--- src/rtl/mode_sel_multi.sv ---
// Push-button mode selector: debounces one async button, classifies presses as short
// (advance to the next mode, wrapping) or long (return to DEF_MODE), and drives index, one-hot and change strobe.
module mode_sel_multi #(
    parameter logic C_ON        = 1'b1,
    parameter int   NUM_MODES   = 4,
    parameter int   DEF_MODE    = 0,
    parameter int   DBNC_CYCLES = 500_000,
    parameter int   LONG_CYCLES = 25_000_000,
    localparam int  MODE_W      = (NUM_MODES > 1) ? $clog2(NUM_MODES) : 1
) (
    input  logic                 clk,
    input  logic                 rst,
    input  logic                 btn_in,
    output logic [MODE_W-1:0]    mode,
    output logic [NUM_MODES-1:0] mode_oh,
    output logic                 mode_chg,
    output logic                 long_act
);

    localparam int CNT_W = $clog2(LONG_CYCLES + 1);

    localparam logic [CNT_W-1:0]  DBNC_LAST = CNT_W'(DBNC_CYCLES - 1);
    localparam logic [CNT_W-1:0]  LONG_LAST = CNT_W'(LONG_CYCLES - 1);
    localparam logic [MODE_W-1:0] DEF_IDX   = MODE_W'(DEF_MODE);
    localparam logic [MODE_W-1:0] LAST_IDX  = MODE_W'(NUM_MODES - 1);

    localparam logic [2:0] S_IDLE     = 3'd0;
    localparam logic [2:0] S_DB_PRESS = 3'd1;
    localparam logic [2:0] S_PRESSED  = 3'd2;
    localparam logic [2:0] S_HELD     = 3'd3;
    localparam logic [2:0] S_DB_REL   = 3'd4;

    function automatic logic [MODE_W-1:0] next_mode(input logic [MODE_W-1:0] idx);
        next_mode = (idx == LAST_IDX) ? '0 : idx + MODE_W'(1);
    endfunction

    function automatic logic [NUM_MODES-1:0] one_hot(input logic [MODE_W-1:0] idx);
        one_hot = NUM_MODES'(1) << idx;
    endfunction

    logic             btn_p0;
    logic             btn_p1;
    logic             pr;
    logic [2:0]       state;
    logic [2:0]       state_nxt;
    logic [CNT_W-1:0] cnt;
    logic [CNT_W-1:0] cnt_nxt;
    logic [CNT_W-1:0] cnt_sat;
    logic             tag_long;
    logic             tag_nxt;
    logic             wr_en;
    logic [MODE_W-1:0] wr_val;

    // Stage p0/p1: two-flop synchroniser, reset to the released level
    always_ff @(posedge clk or negedge rst) begin
        if (!rst) begin
            btn_p0 <= ~C_ON;
            btn_p1 <= ~C_ON;
        end else begin
            btn_p0 <= btn_in;
            btn_p1 <= btn_p0;
        end
    end

    assign pr      = (btn_p1 == C_ON);
    assign cnt_sat = (cnt == '1) ? cnt : cnt + CNT_W'(1);

    always_comb begin
        state_nxt = state;
        cnt_nxt   = cnt_sat;
        tag_nxt   = tag_long;
        wr_en     = 1'b0;
        wr_val    = mode;
        case (state)
            S_IDLE: begin
                cnt_nxt = '0;
                if (pr) begin
                    state_nxt = S_DB_PRESS;
                    cnt_nxt   = CNT_W'(1);
                end
            end
            S_DB_PRESS: begin
                if (!pr) begin
                    state_nxt = S_IDLE;
                    cnt_nxt   = '0;
                end else if (cnt >= DBNC_LAST) begin
                    state_nxt = S_PRESSED;
                    cnt_nxt   = '0;
                    tag_nxt   = 1'b0;
                end
            end
            S_PRESSED: begin
                // Release is checked first so it wins a tie with the long threshold
                if (!pr) begin
                    state_nxt = S_DB_REL;
                    cnt_nxt   = CNT_W'(1);
                    tag_nxt   = 1'b0;
                end else if (cnt >= LONG_LAST) begin
                    state_nxt = S_HELD;
                    cnt_nxt   = '0;
                    wr_en     = 1'b1;
                    wr_val    = DEF_IDX;
                end
            end
            S_HELD: begin
                if (!pr) begin
                    state_nxt = S_DB_REL;
                    cnt_nxt   = CNT_W'(1);
                    tag_nxt   = 1'b1;
                end
            end
            S_DB_REL: begin
                if (pr) begin
                    state_nxt = tag_long ? S_HELD : S_PRESSED;
                    cnt_nxt   = '0;
                end else if (cnt >= DBNC_LAST) begin
                    state_nxt = S_IDLE;
                    cnt_nxt   = '0;
                    if (!tag_long) begin
                        wr_en  = 1'b1;
                        wr_val = next_mode(mode);
                    end
                end
            end
            default: begin
                state_nxt = S_IDLE;
                cnt_nxt   = '0;
            end
        endcase
    end

    always_ff @(posedge clk or negedge rst) begin
        if (!rst) begin
            state    <= S_IDLE;
            cnt      <= '0;
            tag_long <= 1'b0;
        end else begin
            state    <= state_nxt;
            cnt      <= cnt_nxt;
            tag_long <= tag_nxt;
        end
    end

    // Stage p2: mode, its one-hot copy and the change strobe update together
    always_ff @(posedge clk or negedge rst) begin
        if (!rst) begin
            mode     <= DEF_IDX;
            mode_oh  <= one_hot(DEF_IDX);
            mode_chg <= 1'b0;
        end else begin
            mode_chg <= wr_en && (wr_val != mode);
            if (wr_en) begin
                mode    <= wr_val;
                mode_oh <= one_hot(wr_val);
            end
        end
    end

    assign long_act = (state == S_HELD);

endmodule

--- config.mk ---
export PLATFORM = sky130hd
export DESIGN_NAME = mode_sel_multi
export DESIGN_NICKNAME = d
export VERILOG_FILES = /design/src/rtl/mode_sel_multi.sv
export SDC_FILE = /design/constraint.sdc
export NUM_CORES = 1
export LEC_CHECK = 0
export CAP_MARGIN = 0
export CELL_PAD_IN_SITES_DETAIL_PLACEMENT = 1
export CELL_PAD_IN_SITES_GLOBAL_PLACEMENT = 1
export CORE_MARGIN = 2
export CORE_UTILIZATION = 46
export DETAILED_ROUTE_END_ITERATION = 10
export GPL_ROUTABILITY_DRIVEN = 0
export PLACE_DENSITY_LB_ADDON = 0.1
export SLEW_MARGIN = 20
export SYNTH_ARGS = -nofsm -noshare
export SYNTH_HDL_FRONTEND = slang
export SYNTH_SLANG_ARGS = --single-unit
--- constraint.sdc ---
create_clock -name clk -period 3.1 [get_ports clk]
set_input_delay 0.465 -clock clk [delete_from_list [all_inputs] [get_ports clk]]
set_output_delay 0.465 -clock clk [all_outputs]
set_load 0.05 [all_outputs]
=== Word-level counts from Yosys, hierarchy flattened ===
Cells that the tools add are included.

* Input port bits: 3
* Flip-flop bits (word level): 38
* Logic and storage cells: 70

* Muxes and demuxes: 37
* Reduce and logical (&&, ||, !) cells: 5
* Equal/unequal tests: 15
* Shift operators: 1
* $lt $le $gt $ge: 2
* Add/sub/neg operators: 2

{| class="wikitable"
|+ Operators by type and width
! cell !! number
|-
| two-way mux 25 bit || 7
|-
| one-hot mux 25 bit (5 select lines) || 1
|-
| adder 25 x 1 -> 25 bit, second input constant || 1
|-
| equality test 25 bit, second input constant || 1
|-
| >= comparator 25 x 19 -> 1 bit, second input constant || 1
|-
| >= comparator 25 bit, second input constant || 1
|-
| two-way mux 3 bit || 8
|-
| one-hot mux 3 bit (5 select lines) || 1
|-
| two-way mux 2 bit || 6
|-
| two-way mux 1 bit || 11
|-
| != test 2 bit, second input constant || 5
|-
| AND reduction 5 bit || 2
|-
| != test 3 bit, second input constant || 3
|-
| equality test 3 x 2 -> 1 bit, second input constant || 2
|-
| one-hot mux 2 bit (2 select lines) || 1
|-
| left shift 1 x 2 -> 4 bit, first input constant || 1
|-
| equality test 3 x 1 -> 1 bit, second input constant || 1
|-
| equality test 3 bit, second input constant || 1
|-
| zero test 3 bit || 1
|-
| one-hot mux 1 bit (3 select lines) || 1
|-
| nonzero test 3 bit || 1
|-
| adder 2 x 1 -> 2 bit, second input constant || 1
|-
| equality test 2 bit, second input constant || 1
|-
| != test 2 bit || 1
|-
| 2 further kinds || 2
|}

=== Longest topological paths before layout ===
Gate-level depths: netlist (run 1).

* Depth after elaboration: 8
* Gate-level depth with buffers: 8

=== Least setup slack after synthesis (run 1) ===
OpenSTA, ideal clock, no wires.

* Path kind: register to register
* Start point: reg cnt[10]
* End point: reg cnt[24]
* Cell stages (with the launch flop): 8
* Path buffers: 1
* Arrival time: 2,391 ps
* Period minus slack after synthesis: 2,512 ps
* Slack: 588 ps
* Path through: dfrtp_1 -> or4_1 -> or4_1 -> o2111ai_2 -> a31oi_2 -> a211oi_4 -> buf_6 -> nor2_2

* Cells in the longest elaborated chain, start to end: 5

{| class="wikitable"
|+ RTL lines
! element !! RTL line !! RTL
|-
| start, declared || 46 || <nowiki>logic [CNT_W-1:0] cnt;</nowiki>
|-
| start signal, assigned || 139 || <nowiki>cnt <= cnt_nxt;</nowiki>
|-
| adder 25 x 1 -> 25 bit / equality test 25 bit (equally long branches) || 66 || <nowiki>assign cnt_sat = (cnt == '1) ? cnt : cnt + CNT_W'(1);</nowiki>
|-
| two-way mux 25 bit || 66 ||
|-
| two-way mux 25 bit (on tied branches) || 86, 116, 98 ||
|-
| two-way mux 25 bit (on tied branches) || 113, 83, 94 ||
|-
| one-hot mux 25 bit (5 select lines) (*) || 74 || <nowiki>case (state)</nowiki>
|-
| net cnt_nxt[24] || 47 || <nowiki>logic [CNT_W-1:0] cnt_nxt;</nowiki>
|}

Mark *: on every way through the listed nets, which the timed path passes. The rest lies on a longest branch.
A chain may end at the register's enable or synchronous reset.

=== Final worst setup path (run 1) ===
* Start point: reg state[1]
* End point: out long_act

* Cells in the longest elaborated chain, start to end: 1

{| class="wikitable"
|+ RTL lines
! element !! RTL line !! RTL
|-
| start, declared || 44 || <nowiki>logic [2:0] state;</nowiki>
|-
| start signal, assigned || 138 || <nowiki>state <= state_nxt;</nowiki>
|-
| equality test 3 x 2 -> 1 bit || 159 || <nowiki>assign long_act = (state == S_HELD);</nowiki>
|-
| end, declared || 17 || <nowiki>output logic long_act</nowiki>
|}

No other way between the ends.

==> results of run 1 <==
==> power by group through the flow <==
| stage | logic [W] | registers (W) | clock network (W) |
|---|---|---|---|
| 3_5_place_dp | 0.0000583 | 0.000523 | 0 |
| 4_1_cts | 0.0000587 | 0.000513 | 0.000537 |
| 3_3_place_gp | 0.0000575 | 0.000523 | 0 |
| 5_1_grt | 0.0000660 | 0.000516 | 0.000556 |
| 2_1_floorplan | 0.0000390 | 0.000518 | 0 |
| 6_report | 0.0000572 | 0.000513 | 0.000526 |
==> cell families after synthesis <==
group,count (synthesis)
DFF,38
adders and majority gates,2
and+or+nand+nor,119
buffers and inverters,17
muxes,2
AOI/OAI and AO/OA,37
xor gates and xnor gates,22
==> cell usage after synthesis (2+ instances only) <==
cell type  instances  area share
a2111oi_0          2      0.0080
a211oi_1           2      0.0069
a21oi_1            9       0.021
a22o_1             3       0.012
a31oi_1            2      0.0057
and2_1             2      0.0057
and3_1             5       0.014
and3_2             2      0.0069
and4_1             4       0.016
buf_6              2       0.010
clkbuf_1           6       0.010
dfrtp_1           37        0.42
ha_1               2       0.011
inv_1              8       0.014
nand2_1           20       0.034
nand3_1            8       0.018
nand4_1            8       0.023
nor2_1            30       0.052
nor2_2            10       0.029
nor2b_1            4       0.011
nor3_1             9       0.021
nor4_1             6       0.017
o211ai_1           3       0.010
o21ai_0            4      0.0092
or3_1              3      0.0086
or4_1              2      0.0069
xnor2_1           14       0.056
xor2_1             8       0.032
==> sequential cells by signal (all words and copies together), names as in the netlist <==
name and cells:
cnt 25, mode_oh 4, state 3, mode 2, btn_p0 1, btn_p1 1
mode_chg 1, tag_long 1
==> worst max-delay path, delay by kind of cell, from the launching register on <==
family	cells	cell delay, ns
buffers and inverters	3	1.10
and+or+nand+nor	2	0.35
DFF	1	0.50
==> worst max-delay path by stage <==
stage,startpoint,endpoint,slack (ns),depth (start not counted)
detailed placement,cnt[10],mode_oh[1],0.46,6
CTS,state[1],long_act,0.39,5
global placement,cnt[10],mode_oh[1],0.50,6
floorplan,cnt[10],cnt[24],0.59,7
finish,state[1],long_act,0.40,5
global route,state[1],long_act,0.28,5
==> metal layers <==
layer / routed length, um / global-route usage / vias up
li1: - / - / 862
met2: 2414 / 0.3444 / 33
met3: 152 / 0.04282 / 10
met4: 77 / 0.08436 / 0
met1: 2433 / 0.2870 / 880
met5: 0 / 0 / -
==> per-stage QoR <==
step            power, W  hold WS (ns)  std cells
2_1_floorplan  0.0005574        0.1694        237
3_3_place_gp   0.0005804        0.3343        294
5_1_grt         0.001138        0.3351        302
6_report        0.001097        0.2680        302
4_1_cts         0.001109        0.2966        302
3_5_place_dp   0.0005814        0.3457        294
==> cell type report <==
cell class | instances | area (sq um)
well taps | 54 | 67.56
clock buffers | 6 | 82.58
fillers | 539 | 2197
inverters | 8 | 30.03
multi-input cells | 182 | 1149
clock inverters | 2 | 60.06
repair buffers | 12 | 122.6
flip-flops and latches | 38 | 952.2
==> impl_metrics.toml, run 1 <==
[cells_and_area]
utilization = 0.5286
drive_gt1_frac = 0.1210
areaGrowthSynthToFinish_pct = 12.97
fin_nets = 252
diodes = 0
final_common_cell = "dfrtp_1"
most-common-layout-cells = "37 x dfrtp_1, 30 x nor2_1, 20 x nand2_1"
design_area_sq_mm = 0.002464

[sta]
report.final.slew_viol_count = 0
rsz0062_at_grt = "false"
final.period_utilization = 0.8698
final.setup.worst_slack_ns = 0.4036
final-setup-viol-count = 0
max_slew_margin = 0.4401
fin_skew_ns = 0.01059
hold_viol_final = 0
clock.fmax_mhz = 370.9
setup_tns_ns = 0
tightest_slew_ns = 0.8399
finalWorstPathRequiredPeriod_ns = 2.696

[job]
cap_violations = 0

[synth]
ys_seq_elements = 38
synthArstFlopShare = 1.000
synthAdderAreaFrac = 0.01147
synth_top_family_by_area = "simple AND/OR/NAND/NOR gates"
yosys_warnings = 0
synth_flop_cell = "dfrtp_1"
yosys-mux-area-fraction = 0.009753
yosys.area_share.simple = 0.2846
synth.avg_cell_area_sq_um = 9.202
synth_compound_area_frac = 0.1325
synth_fp_nets = 242
ys_seq_area_frac = 0.4366
ys_types = 50
synth_edf_count = 0
syn_inst = 237
synth_xor_area_frac = 0.08835
synth_area_sq_mm = 0.002181

[setup_path]
rr_startpoint = "cnt[10]"
crit_chain = "inv_1, nor2_1, inv_1, nor2_1, clkdlybuf4s50_1"
worstPathMaxFanout = 9
slowest_delay_ns = 0.80
worstPathArrival_ns = 2.23
r2r_slack_ns = 0.44
rr_endpoint = "mode[0]"
cp.required_ns = 2.63
crit_type = "reg -> out"
cp-end-kind = "output port"
start_kind = "flop"
r2r_cells = 6
slowest_stage = "clkdlybuf4s50_1"

[clocking]
cts.sinks = 38
h-tree-depth = 2
cts_tree = "built"
cts_hold_buf = 0
cts_resized = 0
clkTransAtPathRegs_ns = 0.08
clock_latency_ns = 0.30
root_buffer = "clkbuf_8"
cts_buffer_depth = 2
post-cts-setup-buffer-count = 0
cts-buffers-inserted = 5

[power]
leakagePower_nw = 0.9938
pwr-share-comb = 0.052
cellPowerDensity_mw_per_mm2 = 445.1
seq_power_share = 0.468
clkPwrFrac = 0.480
internal_power_w = 0.0008660
ir_drop_mv = 0.2289
switchingPower_w = 0.0002306
swShare = 0.2103

[routing]
dr.pass1.iters = 4
via_per_inst = 5.911
drt_iter0_drc = 133
ant_nets = 0
wl_mm = 5.077
drc = 0
vias = 1785
wire_per_inst_um = 16.81

[die]
die_area_sq_mm = 0.005308
rows = 25
die_height_um = 72.86
fp.coreArea_sq_mm = 0.004661
floorplan.initialDensity = 0.4679
num_io_pins = 11
die_w_um = 72.86

[status]
status = "complete, no violations"

[worst_hold_path]
hold_path.class = "in -> async"

[placement]
dp_slack_ns = 0.4554
port-buffer-count = 10
post-dp-hpwl_mm = 3.596
post_dp_cell_area_sq_mm = 0.002321

[global_route]
antenna_found_initial = 0
grt_use_total = 0.2154
grt_max_degree = 39
overflow = 0
grt_pass1_wl_mm = 8.790
grt_pass1_vias = 1803
Power figures use the tool's default switching activity.
==> inputs of run 2 (changes only) <==
- GPL_ROUTABILITY_DRIVEN: 0 -> default
- GPL_TIMING_DRIVEN: default -> 0
==> run 2 against run 1 <==
Compared with the run above: via count up 0.84%; global-route usage up 1.1 points; setup slack worse by 0.30 ns; critical path depth up 2; clock skew down 0.0022 ns; count of clock-buffer cells in the layout unchanged; register-to-register slack worse by 0.34 ns; critical path type is now reg -> reg; critical endpoint is now cnt[6].
==> impl_metrics.toml, run 2 (synthesis gave the netlist of run 1 again) <==
[status]
status = "complete, no violations"

[sta]
final-setup-viol-count = 0
setup_tns_ns = 0
final.setup.worst_slack_ns = 0.09905
final.period_utilization = 0.9680
rsz0062_at_grt = "false"
fin_skew_ns = 0.008362
finalWorstPathRequiredPeriod_ns = 3.001
hold_viol_final = 0
max_slew_margin = 0.5846
tightest_slew_ns = 0.6174
report.final.slew_viol_count = 0
clock.fmax_mhz = 333.2

[die]
die_height_um = 72.86
floorplan.initialDensity = 0.4679
die_w_um = 72.86
num_io_pins = 11
fp.coreArea_sq_mm = 0.004661
die_area_sq_mm = 0.005308
rows = 25

[global_route]
grt_use_total = 0.2261
antenna_found_initial = 0
overflow = 0
grt_max_degree = 21
grt_pass1_wl_mm = 9.218
grt_pass1_vias = 1902

[placement]
post_dp_cell_area_sq_mm = 0.002371
dp_slack_ns = 0.1478
port-buffer-count = 10
post-dp-hpwl_mm = 3.821
globalplace.congestion = 0.8148

[clocking]
cts_tree = "built"
h-tree-depth = 2
clock_latency_ns = 0.29
cts_buffer_depth = 2
root_buffer = "clkbuf_8"
cts.sinks = 38
clkTransAtPathRegs_ns = 0.08
cts-buffers-inserted = 5
post-cts-setup-buffer-count = 0

[power]
seq_power_share = 0.465
pwr-share-comb = 0.059
internal_power_w = 0.0008696
swShare = 0.2090
switchingPower_w = 0.0002298
leakagePower_nw = 1.016
cellPowerDensity_mw_per_mm2 = 436.3
clkPwrFrac = 0.476
ir_drop_mv = 0.2739

[cells_and_area]
regMostFlops = "cnt"
ff_latch_area_sq_um = 952.2
multiInputGateArea_sq_mm = 0.001155
largestRegisters = "cnt x25, mode_oh x4, state x3"
final_common_cell = "dfrtp_1"
most-common-layout-cells = "37 x dfrtp_1, 30 x nor2_1, 20 x nand2_1"
fillers = 574
design_area_sq_mm = 0.002520
largest_register_ffs = 25
fin_nets = 260
diodes = 0
areaGrowthSynthToFinish_pct = 15.55
drive_gt1_frac = 0.1289

[setup_path]
worstPathMaxFanout = 10
r2r_cells = 7
cp.required_ns = 3.28
start_kind = "flop"
r2r_slack_ns = 0.1
rr_endpoint = "cnt[6]"
rr_startpoint = "cnt[9]"
cp-end-kind = "flop"
crit_type = "reg -> reg"
worstPathArrival_ns = 3.18

[routing]
drt_iter0_drc = 74
dr.pass1.iters = 4
wl_mm = 5.339
wire_per_inst_um = 17.22
vias = 1800
drc = 0
via_per_inst = 5.806
ant_nets = 0

[job]
cap_violations = 0

[worst_hold_path]
hold_path.class = "in -> async"
[run 2: final cells by class]
cell class	instances	share of cell area
buffer	9	0.01986
clock buffer	6	0.03277
clock inverter	2	0.02383
inverter	8	0.01192
multi-input combinational	182	0.4583
sequential	38	0.3779
tap	54	0.02681
timing repair buffer	11	0.04866
[run 2: timing repair]
action	CTS	global route
endpoints found under the setup margin	0	1
resized for setup	0	1
hold buffers	0	0
[run 2: layer usage]
metal  wire, um  vias up  global-route usage
li1           -      878                   -
met1       2477      884              0.2862
met2       2641       26              0.3828
met3        124       12             0.04834
met4         95        0             0.07613
met5          0        -                   0
[run 2: worst max path at each step]
| stage | from | to | slack [ns] |
|---|---|---|---|
| detailed placement | cnt[9] | cnt[15] | 0.15 |
| global route | cnt[9] | cnt[18] | 0.01 |
| global placement | cnt[9] | cnt[24] | 0.21 |
| finish | cnt[9] | cnt[6] | 0.1 |
| floorplan | cnt[10] | cnt[24] | 0.59 |
| CTS | cnt[9] | cnt[17] | 0.09 |
[run 2: power groups by stage]
stage / Combinational, W / Sequential (W) / Clock [W]
2_1_floorplan: 0.0000390 / 0.000518 / 0
3_3_place_gp: 0.0000616 / 0.000521 / 0
3_5_place_dp: 0.0000668 / 0.000521 / 0
4_1_cts: 0.0000671 / 0.000511 / 0.000537
5_1_grt: 0.0000744 / 0.000513 / 0.000556
6_report: 0.0000650 / 0.000512 / 0.000523
[run 2: per-stage QoR]
stage	instances	hold WS, ns	utilization	total power, W
2_1_floorplan	237	0.1694	-	0.0005574
3_3_place_gp	301	0.3324	0.5039	0.0005826
3_5_place_dp	302	0.3508	0.5087	0.0005879
4_1_cts	310	0.1426	0.5393	0.001116
5_1_grt	310	0.1526	0.5407	0.001143
6_report	310	0.1327	0.5407	0.001099
[run 2: worst max-delay path, stage by stage, from the launching register on]
cell and delay (ns):
dfrtp_1 0.45, or4_1 0.57, or4_1 0.52, o2111ai_2 0.35, a31oi_2 0.20, a211oi_4 0.49, buf_6 0.24, nor2_2 0.05
==> inputs of run 3 (changes only) <==
==> constraint.sdc (replaced) <==
create_clock -name clk -period 3.1 [get_ports clk]
set_input_delay 0.465 -clock clk [delete_from_list [all_inputs] [get_ports clk]]
set_output_delay 0.465 -clock clk [all_outputs]
set_load 0.005 [all_outputs]
==> results of run 3 <==
No change in the layout: final DEF, timing and power equal those of run 2.
